### src/rtl/pwrmgr_slow_seq.sv
// Slow-domain power sequencer: ordered multi-domain power-up/down, clamp and clock
// control, fast-FSM handshakes, and a settle-timeout watchdog with a terminal fault state.
module pwrmgr_slow_seq #(
  parameter int unsigned NumPd         = 2,
  parameter int unsigned NumClks       = 3,
  parameter int unsigned TimeoutW      = 8,
  parameter int unsigned TimeoutCycles = 200
) (
  input  logic               clk_i,
  input  logic               rst_i,
  input  logic               wakeup_i,
  input  logic               reset_req_i,
  output logic               req_pwrup_o,
  output logic [1:0]         pwrup_cause_o,
  output logic               pwrup_cause_toggle_o,
  input  logic               ack_pwrup_i,
  input  logic               req_pwrdn_i,
  output logic               ack_pwrdn_o,
  input  logic [NumPd-1:0]   pd_keep_i,
  input  logic [NumClks-1:0] clk_en_active_i,
  input  logic [NumClks-1:0] clk_en_lp_i,
  input  logic [NumPd-1:0]   pok_i,
  input  logic [NumClks-1:0] clk_val_i,
  output logic [NumPd-1:0]   pd_n_o,
  output logic [NumPd-1:0]   clamp_o,
  output logic [NumClks-1:0] clk_en_o,
  output logic               fault_o
);

  localparam int unsigned IdxW = (NumPd > 1) ? $clog2(NumPd) : 1;
  localparam logic [IdxW-1:0]     LastIdx    = IdxW'(NumPd - 1);
  localparam logic [TimeoutW-1:0] TimeoutLim = TimeoutW'(TimeoutCycles);
  localparam bit                  WdogEn     = (TimeoutCycles != 0);

  localparam logic [1:0] CausePor   = 2'd0;
  localparam logic [1:0] CauseWake  = 2'd1;
  localparam logic [1:0] CauseReset = 2'd2;

  typedef enum logic [3:0] {
    StReset, StLowPower, StPdOn, StClampOff, StClocksOn, StReqPwrUp,
    StIdle, StAckPwrDn, StClocksOff, StClampOn, StPdOff, StFault
  } state_e;

  state_e               r_state, w_state_nxt;
  logic [IdxW-1:0]      r_idx, w_idx_nxt;
  logic [TimeoutW-1:0]  r_timer, w_timer_nxt;
  logic [NumPd-1:0]     r_pd_n, w_pd_n_nxt, r_clamp, w_clamp_nxt;
  logic [NumClks-1:0]   r_clk_en, w_clk_en_nxt;
  logic                 r_req, w_req_nxt, r_ack, w_ack_nxt;
  logic [1:0]           r_cause, w_cause_nxt;
  logic                 r_toggle, w_toggle_nxt, r_fault, w_fault_nxt;
  logic                 w_wait, w_adv;
  logic                 w_pok_idx, w_keep_idx, w_clk_on_ok, w_clk_off_ok;

  assign w_pok_idx    = pok_i[r_idx];
  assign w_keep_idx   = pd_keep_i[r_idx];
  assign w_clk_on_ok  = &(clk_val_i | ~clk_en_active_i);
  assign w_clk_off_ok = &(~clk_val_i | clk_en_lp_i);

  // State register and registered outputs
  always_ff @(posedge clk_i or posedge rst_i) begin
    if (rst_i) begin
      r_state  <= StReset;
      r_idx    <= '0;
      r_timer  <= '0;
      r_pd_n   <= '1;
      r_clamp  <= '0;
      r_clk_en <= '0;
      r_req    <= 1'b0;
      r_ack    <= 1'b0;
      r_cause  <= CausePor;
      r_toggle <= 1'b0;
      r_fault  <= 1'b0;
    end else begin
      r_state  <= w_state_nxt;
      r_idx    <= w_idx_nxt;
      r_timer  <= w_timer_nxt;
      r_pd_n   <= w_pd_n_nxt;
      r_clamp  <= w_clamp_nxt;
      r_clk_en <= w_clk_en_nxt;
      r_req    <= w_req_nxt;
      r_ack    <= w_ack_nxt;
      r_cause  <= w_cause_nxt;
      r_toggle <= w_toggle_nxt;
      r_fault  <= w_fault_nxt;
    end
  end

  // Next-state and next-output logic
  always_comb begin
    w_state_nxt  = r_state;
    w_idx_nxt    = r_idx;
    w_pd_n_nxt   = r_pd_n;
    w_clamp_nxt  = r_clamp;
    w_clk_en_nxt = r_clk_en;
    w_req_nxt    = r_req;
    w_ack_nxt    = r_ack;
    w_cause_nxt  = r_cause;
    w_toggle_nxt = r_toggle;
    w_fault_nxt  = r_fault;
    w_wait       = 1'b0;
    w_adv        = 1'b0;
    w_timer_nxt  = r_timer;

    case (r_state)
      StReset: begin
        w_state_nxt = StPdOn;
        w_idx_nxt   = '0;
        w_cause_nxt = CausePor;
      end
      StLowPower: begin
        if (wakeup_i || reset_req_i) begin
          w_state_nxt  = StPdOn;
          w_idx_nxt    = '0;
          w_toggle_nxt = ~r_toggle;
          w_cause_nxt  = reset_req_i ? CauseReset : CauseWake;
        end
      end
      StPdOn: begin
        w_wait             = 1'b1;
        w_adv              = w_pok_idx;
        w_pd_n_nxt[r_idx]  = 1'b1;
        if (w_adv) begin
          if (r_idx == LastIdx) w_state_nxt = StClampOff;
          else                  w_idx_nxt   = r_idx + 1'b1;
        end
      end
      StClampOff: begin
        w_clamp_nxt = '0;
        w_state_nxt = StClocksOn;
      end
      StClocksOn: begin
        w_wait       = 1'b1;
        w_adv        = w_clk_on_ok;
        w_clk_en_nxt = clk_en_active_i;
        if (w_adv) w_state_nxt = StReqPwrUp;
      end
      StReqPwrUp: begin
        w_req_nxt = 1'b1;
        if (ack_pwrup_i && !req_pwrdn_i) begin
          w_req_nxt   = 1'b0;
          w_state_nxt = StIdle;
        end
      end
      StIdle: begin
        w_clk_en_nxt = clk_en_active_i;
        if (req_pwrdn_i && !ack_pwrup_i) w_state_nxt = StAckPwrDn;
      end
      StAckPwrDn: begin
        w_ack_nxt = 1'b1;
        if (!req_pwrdn_i) begin
          w_ack_nxt   = 1'b0;
          w_state_nxt = StClocksOff;
        end
      end
      StClocksOff: begin
        w_wait       = 1'b1;
        w_adv        = w_clk_off_ok;
        w_clk_en_nxt = clk_en_lp_i;
        if (w_adv) w_state_nxt = StClampOn;
      end
      StClampOn: begin
        w_clamp_nxt = ~pd_keep_i;
        w_idx_nxt   = LastIdx;
        w_state_nxt = StPdOff;
      end
      StPdOff: begin
        w_wait            = 1'b1;
        w_adv             = w_keep_idx || !w_pok_idx;
        w_pd_n_nxt[r_idx] = w_keep_idx;
        if (w_adv) begin
          if (r_idx == '0) w_state_nxt = StLowPower;
          else             w_idx_nxt   = r_idx - 1'b1;
        end
      end
      StFault: begin
        w_state_nxt = StFault;
      end
      default: begin
        w_state_nxt = StFault;
      end
    endcase

    // Settle watchdog: only waiting states count, and only when still not settled
    if (WdogEn && w_wait && !w_adv && (r_timer == TimeoutLim)) w_state_nxt = StFault;

    if (w_state_nxt == StFault) begin
      w_pd_n_nxt   = '0;
      w_clamp_nxt  = '1;
      w_clk_en_nxt = '0;
      w_req_nxt    = 1'b0;
      w_ack_nxt    = 1'b0;
      w_fault_nxt  = 1'b1;
    end

    if ((w_state_nxt != r_state) || (w_idx_nxt != r_idx)) w_timer_nxt = '0;
    else if (w_wait && (r_timer != '1))                   w_timer_nxt = r_timer + 1'b1;
  end

  assign req_pwrup_o          = r_req;
  assign pwrup_cause_o        = r_cause;
  assign pwrup_cause_toggle_o = r_toggle;
  assign ack_pwrdn_o          = r_ack;
  assign pd_n_o               = r_pd_n;
  assign clamp_o              = r_clamp;
  assign clk_en_o             = r_clk_en;
  assign fault_o              = r_fault;

endmodule

### config.mk
export PLATFORM = sky130hd
export DESIGN_NAME = pwrmgr_slow_seq
export DESIGN_NICKNAME = d
export VERILOG_FILES = /design/src/rtl/pwrmgr_slow_seq.sv
export SDC_FILE = /design/constraint.sdc
export NUM_CORES = 1
export LEC_CHECK = 0
export BUFFER_PORTS_ARGS = -buffer_cell sky130_fd_sc_hd__buf_2
export CAP_MARGIN = 10
export CORE_MARGIN = 4
export CORE_UTILIZATION = 50
export CTS_CLUSTER_SIZE = 12
export DETAILED_ROUTE_END_ITERATION = 8
export GPL_TIMING_DRIVEN = 0
export PLACE_DENSITY = 0.73
export SLEW_MARGIN = 15
export SYNTH_ARGS = -nofsm -noshare
export SYNTH_HDL_FRONTEND = slang
export SYNTH_SLANG_ARGS = --single-unit
### constraint.sdc
create_clock -name clk_i -period 2.95 [get_ports clk_i]
set_clock_uncertainty 0.2 [all_clocks]
set_input_delay 0.59 -clock clk_i [delete_from_list [all_inputs] [get_ports clk_i]]
set_output_delay 0.59 -clock clk_i [all_outputs]
set_load 0.05 [all_outputs]
[Word level (Yosys, flattened, before mapping)]
Cells that the tools add are included.
Storage, ports and cells
  logic and storage cells: 110
  input port bits: 19
  register bits after elaboration: 26
  output and inout bits: 13
Cells by class
  eq/ne operators: 16
  mux-type cells: 44
  bitwise logic cells: 7
  magnitude comparators: 2
  add/sub/neg operators: 3
  reduce and logical (&&, ||, !) cells: 27
Operators by type and width (count)
  4-bit two-way mux: 11
  4-bit case mux with 11 select lines: 1
  1-bit two-way mux: 17
  4-bit by 3-bit equality test with 1-bit output, second input constant: 4
  4-bit equality test, second input constant: 4
  8-bit two-way mux: 2
  2-bit case mux with 2 select lines: 3
  3-bit nonzero test: 3
  8-bit by 1-bit adder with 8-bit output, second input constant: 1
  4-bit by 2-bit equality test with 1-bit output, second input constant: 2
  8-bit equality test, second input constant: 1
  2-bit two-way mux: 4
  8-bit inequality test, second input constant: 1
  2-bit nonzero test: 4
  1-bit logical AND: 6
  3-bit NOT: 2
  3-bit bitwise OR: 2
  3-bit case mux with 2 select lines: 1
  3-bit AND reduction: 2
  1-bit case mux with 5 select lines: 1
  4-bit by 1-bit equality test with 1-bit output, second input constant: 1
  1-bit logical NOT: 4
  4-bit logical NOT: 1
  4-bit inequality test: 1
  17 further kinds: 20

[Logic depth before layout (Yosys ltp)]
  depth after elaboration: 12
  mapped depth: 9
  depth with buffers taken out: 8

[Worst setup path before layout]
Ideal clock, no wire load.
  kind: input port to flip-flop
  start point: input port pok_i[1]
  end point: register r_clamp[1] (netlist: clamp_o[1])
  buffers on the path: 1
  library setup time: 124 ps
  required time: 2626 ps
  arrival time: 1958 ps
  slack: 668 ps
  stages on the path: 7
  path through: and3b_2 > o21ai_0 > a311o_2 > nor2_1 > a31o_1 > buf_6 > or2_1
On the way
  cells in the longest elaborated chain, start to end: 11
  elaborated cells on any way between the ends: 15
  classes of those cells: eq/ne (1); mux (8); reduce/logical (6)
RTL lines
  from (decl): RTL line 22  | input logic [NumPd-1:0] pok_i,
  1-bit two-way mux (implied by the code) * (2 in series): RTL line 55  | assign w_pok_idx = pok_i[r_idx];
  1-bit logical NOT: RTL line 169  | w_adv = w_keep_idx || !w_pok_idx;
  1-bit logical OR: RTL line 169
  1-bit case mux with 4 select lines: RTL line 105  | case (r_state)
  1-bit logical NOT: RTL line 185  | if (WdogEn && w_wait && !w_adv && (r_timer == TimeoutLim)) w_state_nxt = StFault;
  1-bit logical AND (2 in series): RTL line 185
  4-bit two-way mux *: RTL line 185
  4-bit equality test *: RTL line 187  | if (w_state_nxt == StFault) begin
  3-bit nonzero test (no line) / 2-bit two-way mux (equally long branches)
  to (signal assigned): RTL line 79  | r_clamp <= w_clamp_nxt;
  to (decl): RTL line 47  | logic [NumPd-1:0] r_pd_n, w_pd_n_nxt, r_clamp, w_clamp_nxt;
Every way passes the cells marked *; elsewhere a longest branch is shown, timed or not. The select of a mux whose other input is x is not followed.
A chain may end at the register's enable or synchronous reset.

[Final worst setup path]
  start point: register r_timer[0]
  end point: register r_timer[7]
On the way
  cells in the longest elaborated chain, start to end: 6
  elaborated cells on any way between the ends: 11
  classes of those cells: add/sub (1); eq/ne (3); mux (3); reduce/logical (4)
RTL lines
  from (decl): RTL line 46  | logic [TimeoutW-1:0] r_timer, w_timer_nxt;
  from (signal assigned): RTL line 77  | r_timer <= w_timer_nxt;
  8-bit equality test: RTL line 185
  1-bit logical AND: RTL line 185
  4-bit two-way mux: RTL line 185
  4-bit inequality test: RTL line 196  | if ((w_state_nxt != r_state) || (w_idx_nxt != r_idx)) w_timer_nxt = '0;
  1-bit logical OR: RTL line 196
  8-bit two-way mux / 2-bit nonzero test (equally long branches)
Several ways; a longest one is shown, not always the timed one. The select of a mux whose other input is x is not followed.

==> flow_summary_export.csv <==
group,metric,value,unit
run_status,status,"finished, final reports clean",
finish,syn2layout_area_growth,15.6,%
global_route,grt_use_total,0.201,
floorplanning,die_h,68.4,um
logic_synthesis,synth_ff_type,"dfrtp_1",
timing,setup_viol,0,
drt,wl_per_cell,15.5,um
timing,fin_tns_setup,0,ps
global_route,grt_max_degree,27,
timing,finalCriticalPeriod,2480,ps
global_route,grt_use_met3,0.0263,
worst_setup_path,crit_required,2900,ps
worst_setup_path,path_max_fanout,8,
drt,viasPerCell,5.93,
global_route,grt_overflow,0,
timing,min_period_over_period,0.839,
global_route,grt_pass1_wl,7.20,mm
power_and_ir_drop,p_per_area,1080,nW/um2
drt,antenna_left,0,
timing,relSlewSlack,0.333,
worst_hold_path,holdPathStages,1,
logic_synthesis,synth_warnings,0,
global_route,use_met2,0.294,
floorplanning,num_rows,21,
worst_setup_path,cp.arrival,2420,ps
floorplanning,die_area,4680,um2
floorplanning,die_w,68.4,um
job,max_cap_viol_count,0,
finish,postLayoutCellArea,2110,um2
worst_setup_path,critPathKind,"register to register",
global_route,first_global_vias,1533,
finish,nNetsFinal,253,
clock_network,cts-resized-gates,0,
timing,fmax,0.404,GHz
floorplanning,initial_core_util,0.530,
clock_network,post_cts_buffers,0,
logic_synthesis,yosysTopAreaCell,"dfrtp_1",
drt,num_vias,1642,
clock_network,path_clk_slew,100,ps
power_and_ir_drop,ir_drop,0.000556,V
logic_synthesis,synthTopCellsByCount,"dfrtp_1, nor2_1, a21oi_1, nor3_1, inv_1",
worst_setup_path,ff2ff_setup_slack,470,ps
logic_synthesis,ys_types,64,
worst_hold_path,min_to,"pwrup_cause_toggle_o",
logic_synthesis,synth-edff-count,0,
clock_network,clock_sinks,26,
timing,hold_violations,0,
logic_synthesis,synth_cells,196,
timing,rsz0062_at_grt,"no",
logic_synthesis,synth_area_leaders,"dfrtp_1, a21oi_1, nor3_1, nor2_1, nand2b_1",
worst_setup_path,end_kind,"register",
worst_setup_path,r2r_start,"r_timer[0]",
logic_synthesis,syn_area,1830,um2
logic_synthesis,synth-seq-cells,26,
clock_network,cts_root_buf,"clkbuf_8",
clock_network,clock_latency,280,ps
placement,place_hpwl,3.20,mm
drt,drc_errors,0,
clock_network,cts_tree,"done",
worst_setup_path,r2r-end,"r_timer[7]",
logic_synthesis,yosysMostFrequentCell,"dfrtp_1",
finish,final_core_utilization,0.613,
logic_synthesis,synth_area_per_cell,9.31,um2
clock_network,htree_levels,1,
timing,drv_slew,0,
finish,num_antenna_cells,0,
placement,place.gp.congestion,0.845,
global_route,antenna_found_initial,0,
drt,wirelength,4.30,mm
clock_network,ctsLongestPathBuffers,2,
logic_synthesis,synth_fp_nets,217,
floorplanning,ios,32,
global_route,grt.busiest_layer,"met1",
worst_setup_path,r2r_cells,8,
logic_synthesis,synth_seq_area_share,0.358,
placement,port_buffers,31,
power_and_ir_drop,cellLeakagePower,0.868,nW
clock_network,hold_buffers,0,
floorplanning,core,3440,um2
worst_hold_path,hp-class,"register to register",
clock_network,cts_made_buffers,3,
timing,worst_slew_pin_slew,999,ps
worst_hold_path,hp-start,"pwrup_cause_toggle_o",
worst_setup_path,critPathLaunchType,"register",
logic_synthesis,async_reset_ff_frac,1.00,
global_route,grt.met1_usage,0.304,
drt,drt_iter0_drc,103,
logic_synthesis,synth_top_area_share,0.329,
drt,drt-pass1-iter-count,4,
finish,final_layout_size_suffix_gt1_frac,0.268,
placement,place_area,2040,um2
[power by group]
group          internal [mW]  switching (mW)
clock network          0.182           0.121
registers              0.481          0.0730
logic                  0.476           0.952
total                   1.14            1.15
[cell type report]
cell class / count / area [um2]
Tap cell: 46 / 57.6
Buffer: 10 / 75.1
Clock inverter: 1 / 30.0
Multi-Input combinational cell: 148 / 1050
Fill cell: 301 / 1330
Sequential cell: 26 / 653
Clock buffer: 3 / 41.3
Inverter: 12 / 45.0
Timing Repair Buffer: 31 / 155
[cells by family after synthesis]
group                      after synthesis  share of synthesized area
muxes                                    6                     0.0350
buffers and inverters                   22                     0.0658
and+or+nand+nor                         75                      0.230
AOI/OAI and AO/OA                       57                      0.259
xor gates and xnor gates                 8                     0.0384
DFF                                     26                      0.358
adders and majority gates                2                     0.0137
[worst max-delay path, stage by stage, from the launching register on]
cell and delay (ps):
dfrtp_1 470, inv_1 90, ha_1 140, nand2b_1 60
or4_4 450, a311oi_4 320, nor2_1 90, mux2i_2 410
nor3_1 120
[cell usage in the layout (no fill, tap or decap), drive strengths merged, types with 3 or more instances in the layout]
cell / n
a211oi: 5
a21oi: 15
a311oi: 3
buf: 39
clkbuf: 5
dfrtp: 24
inv: 12
mux2i: 6
nand2: 10
nand2b: 10
nand3: 3
nand4: 3
nor2: 17
nor3: 14
o21ai: 7
o22ai: 3
or2: 3
xor2: 6
[state kept, by name, summed over array words and instances (netlist names)]
signal	cells
r_timer	8
r_idx	1
fault_o	1
pd_n_o	2
ack_pwrdn_o	1
req_pwrup_o	1
clamp_o	2
r_state	4
pwrup_cause_o	2
pwrup_cause_toggle_o	1
clk_en_o	3
[metrics by stage]
stage,worst slack (ps),power (mW),instances,hold WS [ps]
2_1_floorplan,668,1.68,196,339
3_3_place_gp,339,1.97,273,244
3_5_place_dp,350,1.98,273,257
4_1_cts,478,2.28,277,270
5_1_grt,361,2.43,277,286
6_report,474,2.28,277,264
[metal layers]
layer  vias to the layer above  part of all wire
met1                       765              0.48
met3                         6             0.075
met5                         -                 0
met2                        70              0.43
li1                        801                 -
met4                         0             0.013
[worst max path at each step]
stage | slack [ps] | depth (start not counted) | start | endpoint
finish | 470 | 8 | r_timer[0] | r_timer[7]
global route | 360 | 8 | r_timer[0] | r_timer[2]
global placement | 340 | 7 | pok_i[1] | r_timer[0]
CTS | 480 | 8 | r_timer[0] | r_timer[0]
detailed placement | 350 | 7 | pok_i[1] | r_timer[3]
floorplan | 670 | 7 | pok_i[1] | clamp_o[1]
(Power assumes the default switching activity.)
